**src/rtl/mask_load_ctrl_if.sv**
```systemverilog
// ==== mask_load_ctrl_if : command, readback and serial-drive bundle (rev 1.0) ====
`default_nettype none

interface mask_load_ctrl_if #(
  parameter int LEN = 64
);
  logic           Start;
  logic           Clear;
  logic [LEN-1:0] Data;
  logic [LEN-1:0] Po;
  logic           Load;
  logic           Si;
  logic           ClrOut;
  logic           Busy;
  logic           Done;
  logic           Err;

  modport master (
    output Start, Clear, Data, Po,
    input  Load, Si, ClrOut, Busy, Done, Err
  );

  modport slave (
    input  Start, Clear, Data, Po,
    output Load, Si, ClrOut, Busy, Done, Err
  );
endinterface

`default_nettype wire

```
**src/rtl/mask_load_ctrl.sv**
```systemverilog
// ==== mask_load_ctrl : loads a SIPO mask register MSB-first and verifies it (rev 1.0) ====
`default_nettype none

module mask_load_ctrl #(
  parameter int LEN = 64,
  parameter int CW  = 7
) (
  input  wire logic       Clk,
  input  wire logic       Reset,
  mask_load_ctrl_if.slave bus
);

  localparam logic [2:0] IDLE  = 3'd0;
  localparam logic [2:0] CLEAR = 3'd1;
  localparam logic [2:0] SHIFT = 3'd2;
  localparam logic [2:0] CHECK = 3'd3;
  localparam logic [2:0] DONE  = 3'd4;

  localparam logic [CW-1:0] CNT_LAST = CW'(LEN - 1);
  localparam logic [CW-1:0] CNT_ONE  = CW'(1);

  logic [2:0]     state;
  logic [LEN-1:0] shadow;
  logic [CW-1:0]  cnt;
  logic           err;

  always_ff @(posedge Clk or negedge Reset) begin
    if (!Reset) begin
      state  <= IDLE;
      shadow <= '0;
      cnt    <= '0;
      err    <= 1'b0;
    end else begin
      case (state)
        IDLE: begin
          if (bus.Clear) begin
            shadow <= '0;
            err    <= 1'b0;
            state  <= CLEAR;
          end else if (bus.Start) begin
            shadow <= bus.Data;
            cnt    <= '0;
            err    <= 1'b0;
            state  <= SHIFT;
          end
        end
        CLEAR: state <= CHECK;
        SHIFT: begin
          // Rotating keeps the original value, so CHECK compares against Data itself.
          shadow <= {shadow[LEN-2:0], shadow[LEN-1]};
          cnt    <= cnt + CNT_ONE;
          if (cnt == CNT_LAST) begin
            state <= CHECK;
          end
        end
        CHECK: begin
          err   <= (bus.Po != shadow);
          state <= DONE;
        end
        DONE:    state <= IDLE;
        default: state <= IDLE;
      endcase
    end
  end

  // Outputs decode registered state only, so reset clears them without an edge.
  assign bus.Load   = (state == SHIFT);
  assign bus.Si     = (state == SHIFT) && shadow[LEN-1];
  assign bus.ClrOut = (state == CLEAR);
  assign bus.Busy   = (state == CLEAR) || (state == SHIFT) || (state == CHECK);
  assign bus.Done   = (state == DONE);
  assign bus.Err    = err;

endmodule

`default_nettype wire

```
**src/flat_wrapper.sv**
```systemverilog
// flat-port wrapper written by rule: the top's interface ports become plain ports
module mask_load_ctrl_flat 
#(
  parameter int LEN = 64,
  parameter int CW  = 7
)
  (Clk, Reset, bus_Start, bus_Clear, bus_Data, bus_Po, bus_Load, bus_Si, bus_ClrOut, bus_Busy, bus_Done, bus_Err);
  mask_load_ctrl_if #(.LEN(LEN)) bus_i ();
  input  wire logic Clk;
  input  wire logic Reset;
  input wire logic [$bits(bus_i.Start)-1:0] bus_Start;
  input wire logic [$bits(bus_i.Clear)-1:0] bus_Clear;
  input wire logic [$bits(bus_i.Data)-1:0] bus_Data;
  input wire logic [$bits(bus_i.Po)-1:0] bus_Po;
  output wire logic [$bits(bus_i.Load)-1:0] bus_Load;
  output wire logic [$bits(bus_i.Si)-1:0] bus_Si;
  output wire logic [$bits(bus_i.ClrOut)-1:0] bus_ClrOut;
  output wire logic [$bits(bus_i.Busy)-1:0] bus_Busy;
  output wire logic [$bits(bus_i.Done)-1:0] bus_Done;
  output wire logic [$bits(bus_i.Err)-1:0] bus_Err;
  assign bus_i.Start = bus_Start;
  assign bus_i.Clear = bus_Clear;
  assign bus_i.Data = bus_Data;
  assign bus_i.Po = bus_Po;
  assign bus_Load = bus_i.Load;
  assign bus_Si = bus_i.Si;
  assign bus_ClrOut = bus_i.ClrOut;
  assign bus_Busy = bus_i.Busy;
  assign bus_Done = bus_i.Done;
  assign bus_Err = bus_i.Err;
  mask_load_ctrl #(.LEN(LEN), .CW(CW)) u_core (.Clk(Clk), .Reset(Reset), .bus(bus_i));
endmodule
```
**config.mk**
```make
export PLATFORM = sky130hd
export DESIGN_NAME = mask_load_ctrl_flat
export DESIGN_NICKNAME = d
export VERILOG_FILES = /design/src/rtl/mask_load_ctrl_if.sv /design/src/rtl/mask_load_ctrl.sv /design/src/flat_wrapper.sv
export SDC_FILE = /design/constraint.sdc
export NUM_CORES = 1
export LEC_CHECK = 0
export BUFFER_PORTS_ARGS = -buffer_cell sky130_fd_sc_hd__buf_2
export CORE_MARGIN = 1.5
export CORE_UTILIZATION = 46
export CTS_BUF_LIST = sky130_fd_sc_hd__clkbuf_2
export CTS_CLUSTER_DIAMETER = 150
export DETAILED_ROUTE_END_ITERATION = 8
export MAX_ROUTING_LAYER = met4
export PLACE_DENSITY = 0.71
export SLEW_MARGIN = 20
export SYNTH_ARGS = -nofsm -noshare
export SYNTH_HDL_FRONTEND = slang
export SYNTH_SLANG_ARGS = --single-unit
```
**constraint.sdc**
```tcl
create_clock -name Clk -period 2.01 [get_ports Clk]
set_input_delay 0.1005 -clock Clk [delete_from_list [all_inputs] [get_ports Clk]]
set_output_delay 0.1005 -clock Clk [all_outputs]
set_load 0.1 [all_outputs]
```
== Yosys cells after proc, flatten, opt, wreduce, memory -nomap -nowiden ==
Index checks and enable logic that the tools add are counted.

* Output and inout port bits: 6
* Input port bits: 132
* Register bits: 75

* Eq/ne operators: 10
* Muxes and demuxes: 13
* Reduce and logical (&&, ||, !) cells: 10
* $add $sub $neg: 1

{| class="wikitable"
|+ Operators by type and width
! kind !! count
|-
| two-way mux 64 bit || 2
|-
| case mux 64 bit (2 select lines) || 1
|-
| inequality test 64 bit || 1
|-
| two-way mux 7 bit || 2
|-
| case mux 7 bit (2 select lines) || 1
|-
| case mux 3 bit (4 select lines) || 1
|-
| two-way mux 3 bit || 3
|-
| adder 7 x 1 -> 7 bit, second input constant || 1
|-
| equality test 7 x 6 -> 1 bit, second input constant || 1
|-
| equality test 3 x 2 -> 1 bit, second input constant || 2
|-
| AND reduction 2 bit || 3
|-
| inequality test 2 bit, second input constant || 2
|-
| nonzero test 2 bit || 2
|-
| equality test 3 x 1 -> 1 bit, second input constant || 1
|-
| equality test 3 bit, second input constant || 1
|-
| zero test 3 bit || 1
|-
| inequality test 3 bit, second input constant || 1
|-
| AND reduction 3 bit || 1
|-
| logical OR 1 bit || 2
|-
| two-way mux 1 bit || 2
|-
| inequality test 2 x 1 -> 1 bit, second input constant || 1
|-
| case mux 1 bit (2 select lines) || 1
|-
| logical AND 1 bit || 1
|}

== Longest topological paths before layout ==
* Word-level depth: 3
* Depth in mapped cells: 8
* Depth with buffers taken out: 5

== Least setup slack after synthesis ==
OpenSTA, ideal clock, no wires.

* Path kind: flip-flop to output port
* Start point: register u_core.state[0]
* End point: output port bus_ClrOut
* Buffers on the path: 0
* Path slack: -0.038 ns
* Arrival: 1.947 ns
* Stages on the path, launching flop included: 3
* Required time: 1.910 ns
* Cells stage by stage: dfrtp_1 nor2b_1 nor2b_1

* Word-level cells in the longest chain between the ends: 1

{| class="wikitable"
|+ Ends and longest elaborated chain
! what !! line !! source
|-
| start: declaration || mask_load_ctrl.sv:22 || <nowiki>logic [2:0] state;</nowiki>
|-
| start signal: assignment || mask_load_ctrl.sv:29 || <nowiki>state <= IDLE;</nowiki>
|-
| start signal: assignment || mask_load_ctrl.sv:39 || <nowiki>state <= CLEAR;</nowiki>
|-
| start signal: assignment || mask_load_ctrl.sv:44 || <nowiki>state <= SHIFT;</nowiki>
|-
| equality test 3 x 1 -> 1 bit || mask_load_ctrl.sv:69 || <nowiki>assign bus.ClrOut = (state == CLEAR);</nowiki>
|-
| end: declaration || flat_wrapper.sv:17 || <nowiki>output wire logic [$bits(bus_i.ClrOut)-1:0] bus_ClrOut;</nowiki>
|}

No other way between the ends.

== Worst setup path after layout ==
* Start point: register u_core.state[2]
* End point: output port bus_Load

* Word-level cells in the longest chain between the ends: 1

{| class="wikitable"
|+ Ends and longest elaborated chain
! what !! line !! source
|-
| equality test 3 x 2 -> 1 bit || mask_load_ctrl.sv:67 || <nowiki>assign bus.Load = (state == SHIFT);</nowiki>
|-
| end: declaration || flat_wrapper.sv:15 || <nowiki>output wire logic [$bits(bus_i.Load)-1:0] bus_Load;</nowiki>
|}

No other way between the ends.

==> impl_metrics.csv <==
group,metric,value,unit
outcome,status,"completed",
grt,grt_pass1_vias,4223,
synth,yosys_most_used_dff,"dfrtp_1",
hold_path,hp-class,"in2reg",
grt,grt_usage,0.2744,
placement,portBuffers,137,
synth,muxShareOfSynthArea,0,
placement,placed_area,5414,µm²
setup_path,worstPathArrival,1.78,ns
die,dieArea,10570,µm²
setup_path,cp-start-kind,"flip-flop",
synth,synth_seq_cells,75,
route,drcViolationCount,0,
layout,drive_gt1_frac,0.2971,
pwr,power.total,7562,µW
timing,setup_viol_count_final,0,
synth,synth_common_cells,"dfrtp_1 (75), a21oi_1 (67), nand2_1 (66), xnor2_1 (47), o21ai_0 (35)",
synth,async_flop_share,1.000,
setup_path,critical_path_class,"reg2out",
flow_run,cap_violations,0,
route,via_per_inst,5.287,
layout,design_area,6182,µm²
setup_path,required,1.91,ns
placement,dp_hpwl,9366,µm
placement,dp.cells,743,
setup_path,crit_fanout,20,
synth,synth-edff-count,0,
synth,yosys.area.top_type,"dfrtp_1",
route,dr.pass1.iters,5,
timing,relSlewSlack,0.6330,
layout,nets,818,
synth,synth_nets,635,
synth,yosys.area_share.adder,0.002729,
clocking,clkSinkCount,75,
layout,fin_cells,823,
synth,syn_area_per_cell,9.132,µm²
synth,syn_inst,502,
grt,antenna_found_initial,0,
pwr,leakage,0.002637,µW
synth,yosysTopAreaCellShare,0.4094,
synth,synth_top_family_by_area,"simple AND/OR/NAND/NOR gates",
clocking,cts_max_level,3,
placement,gp_congestion,0.8673,
die,initial_core_util,0.4712,
timing,fin_tns_setup,0,ns
timing,hold_ws,0.02955,ns
grt,grt-ovfl-total,0,
clocking,cts_buffers,9,
synth,yosysMostFrequentCell,"dfrtp_1",
layout,areaGrowthSynthToFinish,34.85,%
die,core-area,9729,µm²
timing,grt_setup_unrepaired,"no",
synth,netlist_area,4584,µm²
timing,period_needed,1.882,ns
route,routed_wl,13650,µm
clocking,clk_latency,0.54,ns
timing,drv_slew,0,
layout,diodes,0,
pwr,vdd_drop_max,1071,µV
synth,yosys.area_share.simple,0.2563,
synth,synth_cell_type_count,34,
timing,max_freq,531.4,MHz
clocking,cts_max_path_buffers,2,
route,ant_nets,0,
timing,finalHoldViolations,0,
grt,grt_pass1_wl,21090,µm
setup_path,endpoint_kind,"primary output",
synth,synthXorXnorAreaFrac,0.1280,
grt,grt_start_max_net_pins,81,
route,post_drt_wl_per_cell,16.58,µm
route,vias,4351,
synth,synthTopCellsByArea,"dfrtp_1 (41%), nor3b_2 (9.3%), xnor2_1 (9.0%)",
synth,yosys_warnings,0,
die,rows,36,
clocking,cts_tree,"built",
synth,synth_compound_area_frac,0.1588,
timing,clock_skew,0.02524,ns
clocking,clk_root_buffer_cell,"clkbuf_2",
die,pin_count,138,
route,drt-initial-drc-count,254,
timing,period_share,0.9363,
die,die_width,102.8,µm
synth,ys_seq_area_frac,0.4094,
pwr,power.density,1223,nW/µm²
die,die_h,102.8,µm
clocking,path_clk_slew,0.19,ns
timing,tightest_slew,0.5455,ns
[repair_timing]
action                                  in CTS  in global routing
endpoints found under the hold margin      135                  1
endpoints found under the setup margin       2                  4
pin swaps                                    0                  1
resized for setup                            2                  5
buffers inserted                             0                  2
hold buffers                                61                  1
[worst max-delay path, stage by stage (launching register included)]
cell	delay, ns
dfrtp_2	0.50
nor2_4	0.16
and2_4	0.23
buf_12	0.18
buf_12	0.18
[final cells by class]
type,instances,area (µm²)
clock buffer,10,50.05
clock inverter,6,66.31
fill,827,3547
inverter,1,3.754
multi-input combinational,388,2526
sequential,75,1881
tap,133,166.4
timing repair buffer,210,1489
[power breakdown]
part	switching [µW]	internal, µW	leakage (µW)
Sequential	596	2050	0.000977
Clock	559	290	0.0000641
Combinational	2500	1570	0.00160
[worst paths after layout]
path                              startpoint           endpoint  slack, ns  cells past startpoint
setup / recovery             u_core.state[2]           bus_Load       0.13                      4
hold / removal                  bus_Data[52]  u_core.shadow[52]       0.03                      4
max in group asynchronous              Reset  u_core.shadow[13]       1.36                      3
min in group asynchronous              Reset  u_core.shadow[38]       0.06                      2
setup reg to reg           u_core.shadow[51]     u_core.bus.Err       0.25                      5
hold reg to reg                u_core.cnt[0]      u_core.cnt[0]       0.51                      1
[per-layer routing]
metal  vias up  routed length [µm]  share of wire  track usage
met3        38                 724          0.053      0.04881
li1       2119                   -              -            -
met1      2015                5881           0.43       0.3509
met5         -                   0              0            -
met2       179                6625           0.49       0.4452
met4         0                 413          0.030      0.08732
[through the flow]
stage,utilization,setup slack (ns)
global route,0.6354,0.02031
detailed placement,0.5565,0.2730
global placement,0.5565,0.3523
finish,0.6354,0.1280
floorplan,-,0.03719
CTS,0.6319,0.01067
[cell usage in the layout, fill, tap and decap left out, types with 2 or more instances in the layout]
master / Yosys / final
nand3_1: 3 / 3
a21oi_1: 67 / 67
dlygate4sd3_1: 0 / 62
clkbuf_2: 1 / 10
clkbuf_4: 0 / 2
nor3b_2: 34 / 34
nor3_1: 4 / 4
o21ai_1: 34 / 34
nor3b_1: 30 / 30
dfrtp_1: 75 / 72
nand4_1: 13 / 13
clkinvlp_4: 0 / 3
nor4_1: 7 / 7
o21ai_0: 35 / 35
or3_1: 2 / 2
nand2_1: 66 / 66
nor2_1: 8 / 8
nor2b_1: 3 / 2
buf_4: 0 / 7
xnor2_1: 47 / 47
buf_2: 16 / 132
and3_1: 3 / 3
dfrtp_2: 0 / 3
xor2_1: 20 / 20
buf_12: 0 / 7
[flip-flops by register name, summed over array words and instances (netlist names)]
register	cells
u_core.bus.Err	1
u_core.cnt	7
u_core.shadow	64
u_core.state	3
[logic make-up after synthesis]
group	Yosys count
and+or+nand+nor	178
AOI/OAI and AO/OA	142
DFF	75
xor gates and xnor gates	67
buffers and inverters	39
adders and majority gates	1
No activity file was read; power rests on OpenSTA's default activity.
